[src/rtl/systolic_pkg.sv]
// Shared definitions for the matrix skewer and deskewer around the systolic array.
// Wavefront geometry helpers and the deskew state encoding.
package systolic_pkg;

   typedef enum logic [0:0] {
      COLLECT = 1'b0,
      HOLD    = 1'b1
   } state_t;

   // Number of beats in one skewed frame of a size x size matrix.
   function automatic int beat_count(input int size);
      return 2 * size - 1;
   endfunction

   // Lane t of beat b carries a real element (not padding) when 0 <= b-t < size.
   function automatic logic lane_in_range(input int b, input int t, input int size);
      return (b >= t) && ((b - t) < size);
   endfunction

endpackage

[src/rtl/deskew_beat_counter.sv]
// Modulo-(2*SIZE-1) beat counter; last flags the final beat of a frame.
module deskew_beat_counter
   import systolic_pkg::*;
#(
   parameter int SIZE = 3,
   parameter int CNTW = $clog2(beat_count(SIZE))
) (
   input  logic            clock,
   input  logic            nreset,
   input  logic            clr_i,
   input  logic            inc_i,
   output logic [CNTW-1:0] cnt_o,
   output logic            last_o
);

   localparam logic [CNTW-1:0] LAST_CNT = CNTW'(beat_count(SIZE) - 1);

   logic [CNTW-1:0] cnt_q;
   logic [CNTW-1:0] cnt_d;

   // Next count: clear wins, wrap after the last beat.
   always_comb begin
      cnt_d = cnt_q;
      if (clr_i) begin
         cnt_d = '0;
      end else if (inc_i) begin
         if (cnt_q == LAST_CNT) begin
            cnt_d = '0;
         end else begin
            cnt_d = cnt_q + CNTW'(1);
         end
      end else begin
         cnt_d = cnt_q;
      end
   end

   // Count register.
   always_ff @(posedge clock or negedge nreset) begin
      if (!nreset) begin
         cnt_q <= '0;
      end else begin
         cnt_q <= cnt_d;
      end
   end

   assign cnt_o  = cnt_q;
   assign last_o = (cnt_q == LAST_CNT);

endmodule

[src/rtl/deskew_matrix.sv]
// Reassembles a SIZE x SIZE matrix from a skewed wavefront stream of 2*SIZE-1 beats
// and presents it with a valid/ready handshake.
module deskew_matrix
   import systolic_pkg::*;
#(
   parameter int WIDTH = 4,
   parameter int SIZE  = 3,
   parameter int CNTW  = $clog2(2 * SIZE - 1)
) (
   input  logic                  clock,
   input  logic                  nreset,
   input  logic                  clear,
   input  logic                  in_valid,
   output logic                  in_ready,
   input  logic [SIZE*WIDTH-1:0] in_beat,
   output logic                  out_valid,
   input  logic                  out_ready,
   output logic [WIDTH-1:0]      Mout [SIZE-1:0][SIZE-1:0],
   output logic                  pad_error,
   output logic [CNTW-1:0]       beat_cnt
);

   state_t          state_q;
   logic            out_valid_q;
   logic            pad_error_q;
   logic [WIDTH-1:0] mout_q [SIZE-1:0][SIZE-1:0];
   logic [CNTW-1:0] cnt_s;
   logic            last_s;
   logic            accept_s;
   logic            pad_s;

   assign in_ready = (state_q == COLLECT) && !clear;
   assign accept_s = in_valid && in_ready;

   deskew_beat_counter #(
      .SIZE (SIZE),
      .CNTW (CNTW)
   ) u_cnt (
      .clock  (clock),
      .nreset (nreset),
      .clr_i  (clear),
      .inc_i  (accept_s),
      .cnt_o  (cnt_s),
      .last_o (last_s)
   );

   // Any lane that should be padding for the current beat index but is nonzero.
   always_comb begin
      pad_s = 1'b0;
      for (int t = 0; t < SIZE; t++) begin
         if (!lane_in_range(int'(cnt_s), t, SIZE) && (in_beat[WIDTH*t +: WIDTH] != '0)) begin
            pad_s = 1'b1;
         end else begin
            pad_s = pad_s;
         end
      end
   end

   // Frame control: collect beats, then hold the matrix until consumed.
   always_ff @(posedge clock or negedge nreset) begin
      if (!nreset) begin
         state_q     <= COLLECT;
         out_valid_q <= 1'b0;
         pad_error_q <= 1'b0;
      end else if (clear) begin
         state_q     <= COLLECT;
         out_valid_q <= 1'b0;
         pad_error_q <= 1'b0;
      end else begin
         case (state_q)
            COLLECT: begin
               if (accept_s) begin
                  pad_error_q <= (cnt_s == '0) ? pad_s : (pad_error_q | pad_s);
                  if (last_s) begin
                     state_q     <= HOLD;
                     out_valid_q <= 1'b1;
                  end
               end
            end
            HOLD: begin
               if (out_ready) begin
                  state_q     <= COLLECT;
                  out_valid_q <= 1'b0;
               end
            end
            default: begin
               state_q     <= COLLECT;
               out_valid_q <= 1'b0;
            end
         endcase
      end
   end

   // Element [r][c] arrives on lane SIZE-1-r of beat c+SIZE-1-r; nothing else writes it.
   for (genvar r = 0; r < SIZE; r++) begin : g_row
      for (genvar c = 0; c < SIZE; c++) begin : g_col
         localparam int LANE = SIZE - 1 - r;
         localparam logic [CNTW-1:0] BEAT = CNTW'(c + LANE);

         always_ff @(posedge clock or negedge nreset) begin
            if (!nreset) begin
               mout_q[r][c] <= '0;
            end else if (accept_s && (cnt_s == BEAT)) begin
               mout_q[r][c] <= in_beat[WIDTH*LANE +: WIDTH];
            end
         end

         assign Mout[r][c] = mout_q[r][c];
      end
   end

   assign out_valid = out_valid_q;
   assign pad_error = pad_error_q;
   assign beat_cnt  = cnt_s;

endmodule

[config.mk]
export PLATFORM = sky130hd
export DESIGN_NAME = deskew_matrix
export DESIGN_NICKNAME = d
export VERILOG_FILES = /design/src/rtl/systolic_pkg.sv /design/src/rtl/deskew_beat_counter.sv /design/src/rtl/deskew_matrix.sv
export SDC_FILE = /design/constraint.sdc
export NUM_CORES = 1
export LEC_CHECK = 0
export CAP_MARGIN = 20
export CORE_UTILIZATION = 49
export DETAILED_ROUTE_END_ITERATION = 8
export GPL_ROUTABILITY_DRIVEN = 0
export PLACE_DENSITY = 0.84
export SLEW_MARGIN = 20
export SYNTH_ARGS = -nofsm -noshare
export SYNTH_HDL_FRONTEND = slang
export SYNTH_HIERARCHICAL = 1
export SYNTH_SLANG_ARGS = --single-unit
[constraint.sdc]
create_clock -name clock -period 2.9 [get_ports clock]
set_input_delay 0.435 -clock clock [delete_from_list [all_inputs] [get_ports clock]]
set_output_delay 0.435 -clock clock [all_outputs]
set_load 0.02 [all_outputs]
## After elaboration in Yosys (flattened, before gate mapping)

Index checks and enable logic that the tools add are counted.

| storage, ports and cells | value |
|---|---|
| bits in registers | 42 |
| output and inout port bits | 42 |

| operators by class | value |
|---|---|
| bitwise operators | 2 |
| multiplexer cells | 20 |
| equality and inequality tests | 8 |
| order comparisons | 5 |
| $add $sub $neg | 3 |
| reductions and logical operators | 23 |

Operators with widths:

| cell | number |
|---|---|
| 1-bit two-way mux | 15 |
| 1-bit logical AND | 12 |
| 4-bit nonzero test | 3 |
| 3-bit two-way mux | 3 |
| 3-bit inequality test (second input constant) | 3 |
| 4-bit by 3-bit < comparator with 1-bit output (second input constant) | 2 |
| 3-bit by 2-bit == test with 1-bit output (second input constant) | 2 |
| 1-bit logical NOT | 4 |
| 1-bit case mux with 2 select lines | 2 |
| 3-bit by 1-bit subtractor with 4-bit output (second input constant) | 1 |
| 3-bit by 2-bit subtractor with 4-bit output (second input constant) | 1 |
| 3-bit by 1-bit adder with 3-bit output (second input constant) | 1 |
| 3-bit by 1-bit == test with 1-bit output (second input constant) | 1 |
| 3-bit == test (second input constant) | 1 |
| 3-bit by 1-bit greater-or-equal comparator with 1-bit output (second input constant) | 1 |
| 3-bit by 2-bit greater-or-equal comparator with 1-bit output (second input constant) | 1 |
| 3-bit logical NOT | 1 |
| 3-bit by 2-bit < comparator with 1-bit output (second input constant) | 1 |
| 3-bit AND reduction | 1 |
| 2-bit inequality test (second input constant) | 1 |
| 2-bit AND reduction | 1 |
| 2-bit nonzero test | 1 |
| 1-bit inverter | 1 |
| 1-bit OR | 1 |

## Logic depth before layout (Yosys ltp)

| logic depth | value |
|---|---|
| word-level depth | 12 |
| depth in mapped cells | 7 |
| mapped depth without buffers | 6 |

## Hierarchy

Netlist, hierarchy kept.

By module, submodules not included:

| module | cells an instance | instances | area an instance (um^2) |
|---|---|---|---|
| deskew_matrix | 115 | 1 | 1695.4 |
| deskew_beat_counter | 17 | 1 | 170.2 |

## Worst setup path after synthesis

Ideal clock, no wire load.

| timing path | value |
|---|---|
| kind | reg-to-reg |
| from | register u_cnt.cnt_q[1] (netlist: u_cnt/cnt_o[1]) |
| to | register pad_error_q (netlist: pad_error) |
| path slack | 0.986 ns |
| cell stages (with the launch flop) | 8 |
| arrival | 1.769 ns |
| period minus slack after synthesis | 1.914 ns |
| data required time | 2.755 ns |
| cells stage by stage | dfrtp_1 -> clkbuf_2 -> inv_1 -> ha_1 -> inv_1 -> or4_1 -> nand3_1 -> a41oi_1 |

| between the ends | value |
|---|---|
| word-level cells in the longest chain between the ends | 12 |
| elaborated cells between the ends (all ways) | 24 |

RTL lines:

| item | RTL line | text |
|---|---|---|
| start: declaration | deskew_beat_counter.sv:18 | `logic [CNTW-1:0] cnt_q;` |
| start signal: assignment | deskew_beat_counter.sv:42 | `cnt_q <= cnt_d;` |
| 3-bit by 1-bit subtractor with 4-bit output | systolic_pkg.sv:17 | `return (b >= t) && ((b - t) < size);` |
| 4-bit by 3-bit < comparator with 1-bit output | systolic_pkg.sv:17 |  |
| 1-bit logical AND | systolic_pkg.sv:17 |  |
| 1-bit logical NOT | deskew_matrix.sv:51 | `if (!lane_in_range(int'(cnt_s), t, SIZE) && (in_beat[WIDTH*t +: WIDTH] != '0)) begin` |
| 1-bit logical AND | deskew_matrix.sv:51 |  |
| 1-bit two-way mux (2 in series) | deskew_matrix.sv:51 |  |
| 1-bit OR | deskew_matrix.sv:73 | `pad_error_q <= (cnt_s == '0) ? pad_s : (pad_error_q \| pad_s);` |
| 1-bit two-way mux (*) | deskew_matrix.sv:73 |  |
| 1-bit two-way mux (*) | deskew_matrix.sv:72 | `if (accept_s) begin` |
| 1-bit two-way mux (*) | deskew_matrix.sv:70 | `case (state_q)` |
| 1-bit two-way mux (*) | deskew_matrix.sv:65 | `end else if (clear) begin` |
| end signal: assignment | deskew_matrix.sv:73 |  |
| end: declaration | deskew_matrix.sv:25 | `logic pad_error_q;` |

Every way passes the cells marked *; elsewhere a longest branch is shown, timed or not. The select of a mux whose other input is x is not followed.
A chain may end at the register's enable or synchronous reset.

## Worst setup path in the final report

| timing path | value |
|---|---|
| from | input clear |
| to | output in_ready |

| between the ends | value |
|---|---|
| word-level cells in the longest chain between the ends | 2 |

RTL lines:

| item | RTL line | text |
|---|---|---|
| start: declaration | deskew_matrix.sv:12 | `input logic clear,` |
| 1-bit logical NOT | deskew_matrix.sv:32 | `assign in_ready = (state_q == COLLECT) && !clear;` |
| 1-bit logical AND | deskew_matrix.sv:32 |  |
| end: declaration | deskew_matrix.sv:14 | `output logic in_ready,` |

Every way passes these cells.

==> impl_metrics.yaml <==
logic_synthesis:
  syn_avg_cell_area_um2: 14.13
  yosysTopAreaCell: "dfrtp_1"
  synthSimpleGateAreaFrac_pct: 9.457
  syn_area_um2: 1866
  synth_compound_area_share_pct: 4.494
  ys_seq_area_share_pct: 56.34
  synth_edf_count: 0
  yosysUniqueCellTypes: 29
  yosysTopAreaCellShare_pct: 56.34
  synthXorXnorAreaFrac_pct: 0
  synth_fa_ha_area_share_pct: 3.353
  synth_top_family_by_area: "multiplexers"
  muxShareOfSynthArea_pct: 24.28
  ys.flop_type: "dfrtp_1"
  synth_cells: 132
  synth.yosys.warnings: 6
  syn_nets: 154
  synthArstFlopShare_pct: 100.0
  synth-seq-cells: 42
  synth_area_leaders: "dfrtp_1 (56%), mux2_2 (16%), mux2_4 (8.0%)"
pwr:
  p_sw_share_pct: 28.19
  ir_drop_mv: 0.2762
  power.switching_uw: 433.5
  p_seq_share_pct: 46.8
  clockPowerShare_pct: 24.4
  power.density_nw_per_um2: 596.9
  p_comb_share_pct: 28.8
  p_total_uw: 1538
  p_int_uw: 1104
  power.leakage_uw: 0.001187
critical_path:
  worst_setup_path_start_kind: "input pin"
  cp-end-kind: "output pin"
  required_ns: 2.47
  worstSetupPathType: "in -> out"
  rr_worst_depth: 6
  arrival_ns: 1.83
  cp_max_fo: 9
  regToRegSetupSlack_ns: 0.98
detailed_routing:
  drc: 0
  vias: 1259
  via_per_inst: 5.160
  first_pass_iters: 4
  drt_iter0_drc: 31
  drt_wl_total_mm: 3.843
  final_antenna_net_count: 0
  wl_per_cell_um: 15.75
final_layout:
  nets: 217
  final_util_pct: 70.37
  syn_to_final_growth_pct: 38.10
  drive_above_1_share_pct: 25.51
  diodes: 0
  nFillCells: 264
cts:
  clock_sinks: 42
  clockBufferDepth: 2
  cts_setup_buffers: 0
  h-tree-depth: 2
  path_clk_slew_ns: 0.07
  cts_made_buffers: 5
  root_buffer: "clkbuf_8"
  postCtsHoldBufs: 0
  cts_tree: "done"
  cts_resized: 0
  clock_latency_ns: 0.29
floorplanning:
  die_w_um: 63.70
  design.core.area_um2: 3661
  ios: 59
  die_y_um: 63.70
  start_util_pct: 50.96
  dieArea_um2: 4058
  rows: 22
global_routing:
  overflow: 0
  first_global_vias: 1321
  grt_max_degree: 43
  track_usage_pct: 21.51
  antenna_found_initial: 0
  grt_pass1_wl_mm: 6.568
sta:
  worst_pin_slew_ns: 0.8921
  hold_violations: 0
  post-route-min-period_ns: 2.265
  rsz0062_at_grt: "no"
  finClkSkew_ns: 0.004192
  fmax_mhz: 441.5
  min_period_over_period_pct: 78.10
  timing.slew.headroom_pct: 40.53
  setup_tns_ns: 0
  setup_viol: 0
  slew_violations: 0
flow_run:
  cap_violations: 0
place:
  io_buffer_count: 58
  dp_hpwl_mm: 2.957
status:
  status: "completed"
worst_hold_path:
  hold_path.class: "in -> async"
[flip-flops by register name, summed over array words and instances, names as in the netlist]
name and count:
Mout 36, out_valid 1, pad_error 1, u_cnt/cnt_o 3
state_q 1
[critical path, cell delays in order]
cell	delay, ns
clkdlybuf4s50_1	0.60
nor2_1	0.18
clkdlybuf4s50_1	0.61
[synth_stat cells (2+ instances only)]
library cell and number:
nand3_1 3, mux2_4 10, or4_1 3, nor2b_1 2, mux2_2 26, ha_1 5
a21oi_1 5, o21ai_0 3, nand2_1 6, nor2_1 4, inv_1 6, dfrtp_1 42
[power groups by stage]
stage	Combinational, µW	Sequential (µW)	Clock (µW)
3_3_place_gp	436	726	0
3_5_place_dp	447	733	0
5_1_grt	469	732	414
6_report	443	720	375
2_1_floorplan	111	827	0
4_1_cts	449	721	385
[area by class of cell]
| type | count | area, µm² | share of cell area [%] |
|---|---|---|---|
| sequential | 42 | 1051 | 40.80 |
| multi-input combinational | 82 | 775.7 | 30.11 |
| timing repair buffer | 58 | 575.6 | 22.34 |
| clock buffer | 7 | 86.33 | 3.351 |
| tap | 48 | 60.06 | 2.331 |
| inverter | 6 | 22.52 | 0.8742 |
| clock inverter | 1 | 5.005 | 0.1943 |
[layout by cell type (no fill, tap or decap)]
master           Yosys  routed
nor3_4               1       1
o41ai_1              1       1
o21bai_1             1       1
a21oi_1              5       5
nor3_2               1       1
nand2_2              1       1
a41oi_1              1       1
dfrtp_1             42      42
nand3_1              3       3
mux2_4              10      10
buf_2                0       1
mux2i_1              1       1
clkbuf_1             0       1
mux2_2              26      26
nand3_2              1       1
or4_1                3       3
nand2b_1             1       1
ha_1                 5       5
nor2b_1              2       2
nor2_1               4       4
inv_1                6       6
clkbuf_8             0       6
a211o_1              1       1
clkdlybuf4s50_1      0      57
or2b_1               1       1
o211a_1              1       1
clkinv_2             0       1
nand2b_4             1       1
nand2_1              6       6
o21ai_0              3       3
and2b_1              1       1
nand3b_2             1       1
[metrics by stage]
stage / worst slack, ns / std cells / hold slack [ns] / instance area [µm²]
2_1_floorplan: 0.9857 / 132 / 0.1394 / 1866
3_3_place_gp: 0.6670 / 236 / 0.4866 / 2485
3_5_place_dp: 0.5833 / 236 / 0.4932 / 2485
4_1_cts: 0.6283 / 244 / 0.2880 / 2576
5_1_grt: 0.6002 / 244 / 0.3403 / 2576
6_report: 0.6351 / 244 / 0.2608 / 2576
[worst paths after layout]
path	start	to
worst min-delay path	nreset	Mout[21]$_DFFE_PN0P_
worst max-delay path	clear	in_ready
worst min register to register	Mout[29]$_DFFE_PN0P_	Mout[29]$_DFFE_PN0P_
worst max register to register	u_cnt/cnt_o[1]$_DFFE_PN0P_	pad_error$_DFFE_PN0P_
max in group asynchronous	nreset	Mout[23]$_DFFE_PN0P_
min in group clock	Mout[29]$_DFFE_PN0P_	Mout[29]$_DFFE_PN0P_
[metal layers]
metal	wire (µm)	global-route usage (%)
met3	189	5.254
met2	1902	35.37
met1	1696	27.05
met4	55	8.523
met5	0	0
[logic make-up after synthesis]
logic type      after synthesis
flops                        42
mux                          37
simple gates                 27
compound gates               13
buf+inv                       8
fa+ha+maj                     5
Note: power is estimated with default switching activity, not from simulation.
==> RTL change 1: new RTL, same flow settings <==
`SIZE` is set to 3 in 2 places; all go to 2.
--- a/src/rtl/deskew_beat_counter.sv
+++ b/src/rtl/deskew_beat_counter.sv
@@ -2,7 +2,7 @@
 module deskew_beat_counter
    import systolic_pkg::*;
 #(
-   parameter int SIZE = 3,
+   parameter int SIZE = 2,
    parameter int CNTW = $clog2(beat_count(SIZE))
 ) (
    input  logic            clock,
--- a/src/rtl/deskew_matrix.sv
+++ b/src/rtl/deskew_matrix.sv
@@ -4,7 +4,7 @@
    import systolic_pkg::*;
 #(
    parameter int WIDTH = 4,
-   parameter int SIZE  = 3,
+   parameter int SIZE  = 2,
    parameter int CNTW  = $clog2(2 * SIZE - 1)
 ) (
    input  logic                  clock,
Interface: changed (resized Mout, beat_cnt and in_beat); port bits go from 59 to 34. No check against the original RTL was run, so the function may have changed too.
==> RTL change 1 against the unedited design <==
Clock skew shrank 3.3 ps. Die area shrank 46%. Sequential cell count shrank 21. Cell count shrank 47%. Power shrank 46%. Area after synthesis shrank 48%. Wire length shrank 50%. Worst setup slack gained 45 ps. Final area shrank 48%.
==> RTL change 1: results (changes against the unedited design) <==
\begin{tabular}{lr}
\hline
Metric & Value \\
\hline
\multicolumn{2}{l}{\textbf{Run status}} \\
\quad Outcome & finished clean (unchanged) \\
\multicolumn{2}{l}{\textbf{Final layout}} \\
\quad Layout buffering overhead excluding clock cells & 24.5\% (was 22.3\%) \\
\quad Share of final layout cell area taken by clock buffers and inverters & 1.95\% (was 3.55\%) \\
\quad Fin cells & 130 (was 244) \\
\quad Non-clock buffer instance count of the final layout & 33 (was 58) \\
\quad Multi-input gate share of the layout cell area & 31.4\% (was 30.1\%) \\
\quad Multi-input logic area & 423 um2 (was 776 um2) \\
\quad Number of flip-flops under the largest register name & 16 (was 36) \\
\quad Share of final-layout standard cells stronger than drive strength 1 & 22.9\% (was 25.5\%) \\
\multicolumn{2}{l}{\textbf{Place}} \\
\quad Detail Placement HPWL & 1.48 mm (was 2.96 mm) \\
\quad Post-Place Worst Slack & 660 ps (was 583 ps) \\
\multicolumn{2}{l}{\textbf{Setup path}} \\
\quad Worst Reg2Reg Path Length in Cells & 3 (was 6) \\
\quad RR Startpoint & state\_q (was u\_cnt/cnt\_o[1]) \\
\quad Arrival @ worst endpoint & 1780 ps (was 1830 ps) \\
\multicolumn{2}{l}{\textbf{Clock tree}} \\
\quad Clock transition at the registers of the reported paths & 110 ps (was 70 ps) \\
\quad H-Tree Depth & 1 (was 2) \\
\quad Cell at the root of the clock tree & clkbuf\_4 (was clkbuf\_8) \\
\quad Total CTS buffers & 3 (was 5) \\
\multicolumn{2}{l}{\textbf{Synth}} \\
\quad Share of the synthesized area in compound gates (AO/OA/AOI/OAI) & 3.72\% (was 4.49\%) \\
\quad Cell count after synthesis & 69 (was 132) \\
\quad Ranking of synthesized cells by area & dfrtp\_1 54\%, mux2\_4 12\%, mux2\_2 10\%, ha\_1 3.9\%, nand2b\_1 1.9\% (was dfrtp\_1 56\%, mux2\_2 16\%, mux2\_4 8.0\%, ha\_1 3.4\%, a21oi\_1 1.3\%) \\
\quad Proportion of synthesized area in mux cells & 22.7\% (was 24.3\%) \\
\quad Most instantiated cells after synthesis & 21 x dfrtp\_1, 9 x mux2\_2, 8 x mux2\_4 (was 42 x dfrtp\_1, 26 x mux2\_2, 10 x mux2\_4) \\
\quad Post-synthesis sequential element count & 21 (was 42) \\
\quad Count of cell types in the netlist & 19 (was 29) \\
\multicolumn{2}{l}{\textbf{Pwr}} \\
\quad Total leakage power & 0.569 nW (was 1.19 nW) \\
\multicolumn{2}{l}{\textbf{STA}} \\
\quad Final worst-path cycle share & 76.5\% (was 78.1\%) \\
\quad Worst max-slew margin expressed relative to the limit & 40.0\% (was 40.5\%) \\
\multicolumn{2}{l}{\textbf{GRT}} \\
\quad Global-route total usage across every layer & 19.6\% (was 21.5\%) \\
\quad Largest net degree at the start of global routing & 22 (was 43) \\
\quad Met1 global-route usage & 22.1\% (was 27.0\%) \\
\quad Vias in the first global route & 628 (was 1321) \\
\multicolumn{2}{l}{\textbf{Hold path}} \\
\quad Worst min-delay path class & reg -> reg (was in -> async) \\
\hline
\end{tabular}
## RTL change 1: cell count changes in the layout (fill, tap and decap cells not counted), sizes merged, moves of 3 or more
cell,change
or4,-3
o21ai,-3
clkdlybuf4s50,-24
inv,-3
clkbuf,-3
nand3,-4
nand2,-6
and2,+3
dfrtp,-21
mux2,-19
## RTL change 1: routing by layer
| layer | vias up | share of wire (%) |
|---|---|---|
| met5 | - | 0 |
| met2 | 18 | 51 |
| met4 | 0 | 1.5 |
| met3 | 5 | 5.6 |
| met1 | 316 | 42 |
| li1 | 316 | - |
## RTL change 1: power by group through the flow
| stage | logic [mW] | registers, mW | clock network, mW |
|---|---|---|---|
| CTS | 0.314 | 0.384 | 0.143 |
| finish | 0.311 | 0.384 | 0.137 |
| global route | 0.326 | 0.389 | 0.159 |
| global placement | 0.307 | 0.387 | 0 |
| floorplan | 0.0859 | 0.456 | 0 |
| detailed placement | 0.313 | 0.388 | 0 |
==> RTL change 2: new RTL, config.mk and constraints unchanged <==
Made on the original files. Put a register stage on the output `beat_cnt`. The value now appears one clock later. The other outputs are not delayed to match.
--- a/src/rtl/deskew_matrix.sv
+++ b/src/rtl/deskew_matrix.sv
@@ -111,7 +111,9 @@
 
    assign out_valid = out_valid_q;
    assign pad_error = pad_error_q;
-   assign beat_cnt  = cnt_s;
+   always_ff @(posedge clock) begin
+      beat_cnt <= cnt_s;
+   end
 
 endmodule
 
Formal check against the unedited RTL: not equivalent (a bounded check fails within 4 cycles, from zero or initial values and one cycle with nreset low).
==> RTL change 2 against the unedited design <==
Wire length is 6.5% higher. Sequential cell count increased by 3. Power is 2.6% higher. Worst setup slack better by 56 ps. Synthesized cell count up 2.3%. Final area grew 2.1%. Highest routed layer unchanged. Area after synthesis up 3.4%. Via count rose by 2.5%.
==> RTL change 2: results (changes against the unedited design) <==
\begin{tabular}{lr}
\hline
Metric & Value \\
\hline
\multicolumn{2}{l}{\textbf{Final layout}} \\
\quad Share of final-layout standard cells stronger than drive strength 1 & 25.1\% (was 25.5\%) \\
\quad Net count, final & 220 (was 217) \\
\multicolumn{2}{l}{\textbf{Run status}} \\
\quad Outcome & finished clean (unchanged) \\
\multicolumn{2}{l}{\textbf{Route}} \\
\quad Average wire per cell in the routed design & 16.6 um (was 15.8 um) \\
\quad DRT iter0 DRCs & 43 (was 31) \\
\quad Vias per inst & 5.22 (was 5.16) \\
\quad Total wirelength of the detailed-routed design & 4.09 mm (was 3.84 mm) \\
\multicolumn{2}{l}{\textbf{Pwr}} \\
\quad Total leakage power & 1.22 nW (was 1.19 nW) \\
\quad Maximum vdd drop & 0.431 mV (was 0.276 mV) \\
\multicolumn{2}{l}{\textbf{Synth}} \\
\quad Syn\_nets & 157 (was 154) \\
\quad Top-area cell type share of the netlist area & 54.5\% (was 56.3\%) \\
\quad Ranking of synthesized cells by area & dfrtp\_1 54\%, mux2\_2 15\%, mux2\_4 7.8\%, ha\_1 3.2\%, dfxtp\_1 3.1\% (was dfrtp\_1 56\%, mux2\_2 16\%, mux2\_4 8.0\%, ha\_1 3.4\%, a21oi\_1 1.3\%) \\
\quad Average footprint of a synthesized cell & 14.3 um2 (was 14.1 um2) \\
\quad Count of cell types in the netlist & 29 (unchanged) \\
\quad Fraction of registers with async set/reset & 93.3\% (was 100\%) \\
\quad Most instantiated cells after synthesis & 42 x dfrtp\_1, 26 x mux2\_2, 10 x mux2\_4 (unchanged) \\
\quad Sequential element share of the synthesized area & 57.6\% (was 56.3\%) \\
\multicolumn{2}{l}{\textbf{Place}} \\
\quad Placed Cells incl. Taps & 239 (was 236) \\
\quad Detail Placement HPWL & 3.13 mm (was 2.96 mm) \\
\quad Post-Place Worst Slack & 578 ps (was 583 ps) \\
\multicolumn{2}{l}{\textbf{STA}} \\
\quad Worst Skew & 5.87 ps (was 4.19 ps) \\
\multicolumn{2}{l}{\textbf{Setup path}} \\
\quad Max Fanout on Critical Path & 8 (was 9) \\
\quad Arrival @ worst endpoint & 1770 ps (was 1830 ps) \\
\quad Worst Reg2Reg Path Length in Cells & 5 (was 6) \\
\multicolumn{2}{l}{\textbf{GRT}} \\
\quad Global-route total usage across every layer & 21.6\% (was 21.5\%) \\
\quad Wire length of the first global-routing pass & 6.69 mm (was 6.57 mm) \\
\quad Vias in the first global route & 1300 (was 1321) \\
\multicolumn{2}{l}{\textbf{Hold path}} \\
\quad Worst min-delay path class & in -> async (unchanged) \\
\multicolumn{2}{l}{\textbf{Clock tree}} \\
\quad H-Tree Depth & 2 (unchanged) \\
\hline
\end{tabular}
## RTL change 2: cell count changes after synthesis, sizes merged, moves of 2 or more
cell	change
dfxtp	+3
nand2b	+2
a211oi	+2
o21ai	-2
## RTL change 2: report_power, final
part,switching [mW],internal (mW),total [mW],leakage (nW)
logic,0.203,0.244,0.447,0.600
clock network,0.199,0.167,0.366,0.0450
registers,0.0532,0.711,0.765,0.578
total,0.455,1.12,1.58,1.22
## RTL change 2: final cells by class
class / count / area (um2)
clock buffer: 6 / 72.6
clock inverter: 2 / 10.0
fill: 263 / 1080
inverter: 5 / 18.8
multi-input combinational: 82 / 776
sequential: 45 / 1110
tap: 48 / 60.1
timing repair buffer: 59 / 583
## RTL change 2: cells by family (layout without fill, tap and decap cells)
logic type | after synthesis | count (layout) | share of synthesized area, %
buffers and inverters | 8 | 72 | 2.20
flip-flops | 45 | 45 | 57.6
adder cells (fa/ha/maj) | 5 | 5 | 3.24
AND/OR/NAND/NOR | 29 | 29 | 9.60
multiplexers | 37 | 37 | 23.5
AO/OA/AOI/OAI | 11 | 11 | 3.89
## RTL change 2: how the worst max path moves through the flow
stage	cells past startpoint	slack, ps	endpoint	startpoint
after floorplan	6	1190	Mout[0]	clear
after global placement	5	680	Mout[23]	clear
after detailed placement	5	580	Mout[0]	clear
after CTS	3	690	in_ready	clear
after global routing	3	630	in_ready	clear
final	3	690	in_ready	clear
## RTL change 2: through the flow
step	hold slack (ps)	cell area (um2)
2_1_floorplan	139	1930
3_3_place_gp	487	2550
3_5_place_dp	492	2550
4_1_cts	296	2630
5_1_grt	333	2630
6_report	259	2630
## RTL change 2: per-layer routing
metal  part of all wire (%)  GRT usage, %  up-vias
li1                       -             -      604
met1                     43          27.8      641
met2                     51          35.5       38
met3                    4.1          4.93        7
met4                    1.5          7.50        0
met5                      0             0        -
